<file path="config.mk">
export PLATFORM = sky130hd
export DESIGN_NAME = rom_seq_reader
export DESIGN_NICKNAME = d
export VERILOG_FILES = /design/src/rtl/rom_seq_reader.sv
export SDC_FILE = /design/constraint.sdc
export NUM_CORES = 1
export LEC_CHECK = 0
export ABC_CLOCK_PERIOD_IN_PS = 2720
export BUFFER_PORTS_ARGS = -buffer_cell sky130_fd_sc_hd__buf_2
export CAP_MARGIN = 20
export CORE_ASPECT_RATIO = 0.6
export CORE_MARGIN = 2
export CORE_UTILIZATION = 35
export CTS_CLUSTER_SIZE = 20
export DETAILED_ROUTE_END_ITERATION = 12
export SLEW_MARGIN = 20
export SYNTH_ARGS = -nofsm -noshare
export SYNTH_HDL_FRONTEND = slang
export SYNTH_SLANG_ARGS = --single-unit
export TNS_END_PERCENT = 30
</file>
<file path="constraint.sdc">
create_clock -name clk -period 2.72 [get_ports clk]
set_clock_uncertainty 0.15 [all_clocks]
set_input_delay 0.272 -clock clk [delete_from_list [all_inputs] [get_ports clk]]
set_output_delay 0.272 -clock clk [all_outputs]
set_load 0.01 [all_outputs]
</file>
<file path="src/rtl/rom_seq_reader.sv">
// Address sequencer and read-out register in front of an asynchronous ROM, with a valid/ready output stream.
// Optional running checksum port enabled by defining ROM_SEQ_READER_CSUM_EN.
module rom_seq_reader #(
    parameter int unsigned DATA_WIDTH = 8,
    parameter int unsigned ADDR_WIDTH = 3
) (
    input  logic                  clk,
    input  logic                  rst_n,
    input  logic                  start,
    input  logic [ADDR_WIDTH-1:0] base_addr,
    input  logic [ADDR_WIDTH-1:0] len,
    output logic                  busy,
    output logic                  done,
    output logic [ADDR_WIDTH-1:0] rom_addr,
    input  logic [DATA_WIDTH-1:0] rom_q,
    output logic [DATA_WIDTH-1:0] out_data,
    output logic                  out_valid,
    input  logic                  out_ready
`ifdef ROM_SEQ_READER_CSUM_EN
    ,
    output logic [DATA_WIDTH-1:0] csum
`endif
);

    typedef enum logic [1:0] {
        IDLE  = 2'd0,
        RUN   = 2'd1,
        DRAIN = 2'd2
    } state_t;

    state_t                state;
    logic [ADDR_WIDTH-1:0] remaining;
    logic                  xfer_c;
    logic                  load_c;

    // A word leaves on transfer; the output register can be refilled when empty or emptying.
    assign xfer_c = out_valid && out_ready;
    assign load_c = (state == RUN) && (!out_valid || out_ready);

    always_ff @(posedge clk or negedge rst_n) begin
        if (!rst_n) begin
            state     <= IDLE;
            remaining <= '0;
            busy      <= 1'b0;
            done      <= 1'b0;
            rom_addr  <= '0;
            out_data  <= '0;
            out_valid <= 1'b0;
`ifdef ROM_SEQ_READER_CSUM_EN
            csum      <= '0;
`endif
        end else begin
            done <= 1'b0;
            case (state)
                IDLE: begin
                    if (start) begin
                        state     <= RUN;
                        busy      <= 1'b1;
                        rom_addr  <= base_addr;
                        remaining <= len;
`ifdef ROM_SEQ_READER_CSUM_EN
                        csum      <= '0;
`endif
                    end
                end
                RUN: begin
                    if (load_c) begin
                        out_data  <= rom_q;
                        out_valid <= 1'b1;
                        if (remaining == '0) begin
                            state <= DRAIN;
                        end else begin
                            rom_addr  <= rom_addr + ADDR_WIDTH'(1);
                            remaining <= remaining - ADDR_WIDTH'(1);
                        end
                    end
                end
                DRAIN: begin
                    if (xfer_c) begin
                        out_valid <= 1'b0;
                        state     <= IDLE;
                        busy      <= 1'b0;
                        done      <= 1'b1;
                    end
                end
                default: begin
                    state     <= IDLE;
                    busy      <= 1'b0;
                    out_valid <= 1'b0;
                end
            endcase
`ifdef ROM_SEQ_READER_CSUM_EN
            // Accumulate every word the consumer accepts; cleared only by an accepted start.
            if (xfer_c) begin
                csum <= csum + out_data;
            end
`endif
        end
    end

endmodule

</file>
==> qor.txt <==
Fin. Hold Viols - 0
type of element launching the critical path - flop
Required @ worst endpoint - 2.72 ns
average routed wire per standard cell - 13.2 um
Overall Global Routing Usage - 0.134
area of the core region - 2560 um2
worst stage delay on the critical path - 0.50 ns
depth of the worst register-to-register path - 3
number of fillers in the final layout - 245
number of antenna cells inserted - 0
Die H - 44.7 um
clock insertion delay at the later pin of the skew report - 0.26 ns
total overflow reported by the global router - 0
Worst Setup Path Type - flop to flop
crit path time final - 1.69 ns
Tightest Pin Transition - 0.438 ns
Chip Width - 71.8 um
static leakage - 0.573 nW
footprint of the multi-input gates - 438 um2
total of max-cap violations - 0
largest family of logic cells by synthesized area - multiplexers
Worst Hold Margin - 0.0928 ns
total via count after detailed routing - 716
I/O Pins - 32
gate count of the mapped netlist - 80
Synth Register Bits - 19
critical path depth - 3
number of resized instances in the post-cts repair step - 0
maximum fanout encountered on the critical timing path - 10
count of unique library cells instantiated by Yosys - 27
clock tree from TritonCTS - yes
clock edge transition at the registers on the reported setup and hold paths - 0.07 ns
power per cell area - 1130 nW/um2
total number of yosys warnings - 0
final HPWL from detailed placement - 1.50 mm
Max Root-Sink Buffers - 2
CTS sink count - 19
number of buffers created by CTS - 3
vias in the first global route - 688
cts-stage hold buffer count - 1
antenna violations before repair - 0
adder-cell share of the synthesized area - 0.0389
sum of routed wire length over all layers - 1.91 mm
upper clock frequency limit - 593 MHz
ANT nets after route - 0
DR DRC count - 0
count of nets after finishing - 135
last weighted congestion value of the routability-driven placer - 0.778
worst endpoint data arrival time - 1.68 ns
worst relative slew slack - 0.708
H-tree level count - 1
worst min-delay path category - input port to flop
maximum number of pins on one net before global-route repair - 20
Buffers & Inverters on Critical Path - 0
Syn Nets - 101
average via count per standard cell - 4.94
instance count along the most critical hold path - 2
Post-CTS Setup Inserts - 0
setup repair after global routing missed its margin - false
post-synthesis mux area share - 0.152
area share of and/or/nand/nor cells after synthesis - 0.148
total power of the final layout - 1.34 mW
Placement Setup Slack - 1.05 ns
# setup viols final - 0
final max-slew violation count - 0
series of cell instances along the critical path - nor3b_2 -> a31o_4 -> mux2_4
Die Footprint - 3210 um2
Port Buffer Count - 31
TritonRoute pass-1 iters - 4
status - finished clean
Compound-Gate Fraction of Synth Area - 0.115
final critical-path share of the clock period - 0.620
slack of the critical path - 1.03 ns
synthesized area per cell - 12.1 um2
cell at the slowest stage of the critical path - sky130_fd_sc_hd__dfrtp_1
share of cells above drive strength 1 - 0.442
Max IR drop VDD - 0.439 mV
placement row count - 14
area grow syn2layout - 22.5%
flip-flop and latch area - 475 um2
Sum Neg Setup Slack - 0 ns
clock root cell - sky130_fd_sc_hd__clkbuf_8
family of cells with the greatest summed delay on the critical path - flip-flops
global-route wire length before repair - 3.20 mm
First DRT Iteration DRCs - 35
xor/xnor cell area share of the yosys netlist - 0
starting utilization of the core area - 0.378
endpoint kind of the worst setup timing path - flop
post-synthesis instance area - 966 um2
part of the Yosys area used for sequential elements - 0.492
==> where the power goes <==
part	internal (mW)	total, mW	switching, mW
registers	0.412	0.513	0.101
logic	0.327	0.628	0.302
clock network	0.102	0.197	0.0948
==> final cells by class <==
class                           instances  area share
Multi-Input combinational cell         53       0.370
Sequential cell                        19       0.402
Clock buffer                            3      0.0349
Inverter                                5      0.0159
Tap cell                               32      0.0338
Clock inverter                          1     0.00423
Timing Repair Buffer                   32       0.140
==> worst register-to-register path, delay by kind of cell, from the launching register on <==
kind	cells	cell delay [ns]
compound gates	1	0.21
flops	1	0.50
mux	1	0.30
simple gates	1	0.43
==> cells in the final DEF, fill, tap and decap left out, drive strengths merged <==
cell type	instances
clkbuf	3
nor3b	2
nor2	5
nand2b	3
and4	1
mux2	10
o21ai	2
dlygate4sd3	1
nand3	1
nand2	6
buf	31
ha	3
dfrtp	19
a32o	2
a211oi	1
o21a	1
a31o	1
o41ai	1
nand4	2
inv	5
a22oi	2
nor2b	1
clkinv	1
a21oi	5
mux2i	3
and2b	1
==> cell families (layout without fill, tap and decap cells) <==
group,after synthesis,count (layout)
adders and majority gates,3,3
and+or+nand+nor,22,22
DFF,19,19
buffers and inverters,8,41
AOI/OAI and AO/OA,15,15
muxes,13,13
==> metrics by stage <==
step           cells   util  cell area, um2
2_1_floorplan     80      -             966
3_3_place_gp     140  0.441            1130
3_5_place_dp     140  0.441            1130
4_1_cts          145  0.463            1180
5_1_grt          145  0.463            1180
6_report         145  0.463            1180
==> routing by layer <==
metal  vias to the layer above  share of wire  GRT usage
li1                        352              -          -
met1                       333           0.47      0.180
met2                        28           0.45      0.200
met3                         3          0.079     0.0580
met4                         0         0.0058     0.0340
met5                         -              0          0
==> sequential cells by signal (all words and copies together), names as in the netlist <==
name       cells
out_data       8
remaining      3
rom_addr       3
state          2
busy           1
done           1
out_valid      1
==> cell usage after synthesis, drive strengths merged <==
cell | instances | area, um2
nand2b | 3 | 26.3
o21a | 1 | 7.51
ha | 3 | 37.5
and4 | 1 | 8.76
o21ai | 2 | 10.0
mux2i | 3 | 30.0
a31o | 1 | 17.5
inv | 5 | 18.8
o41ai | 1 | 8.76
a21oi | 5 | 25.0
a32o | 2 | 20.0
nor2b | 1 | 13.8
a22oi | 2 | 15.0
a211oi | 1 | 7.51
mux2 | 10 | 116
nand3 | 1 | 5.00
nor3b | 2 | 20.0
nor2 | 5 | 26.3
nand4 | 2 | 12.5
nand2 | 6 | 22.5
dfrtp | 19 | 475
and2b | 1 | 7.51
buf | 3 | 33.8
==> worst paths after layout <==
path                       slack, ns         from      endpoint
max                             1.03     state[1]   rom_addr[1]
min                             0.09     rom_q[3]   out_data[3]
max reg2reg                     1.03     state[1]   rom_addr[1]
min reg2reg                     0.36  out_data[0]   out_data[0]
max in group asynchronous       1.78        rst_n  remaining[0]
min in group asynchronous       0.33        rst_n          busy
(Power assumes the default switching activity.)
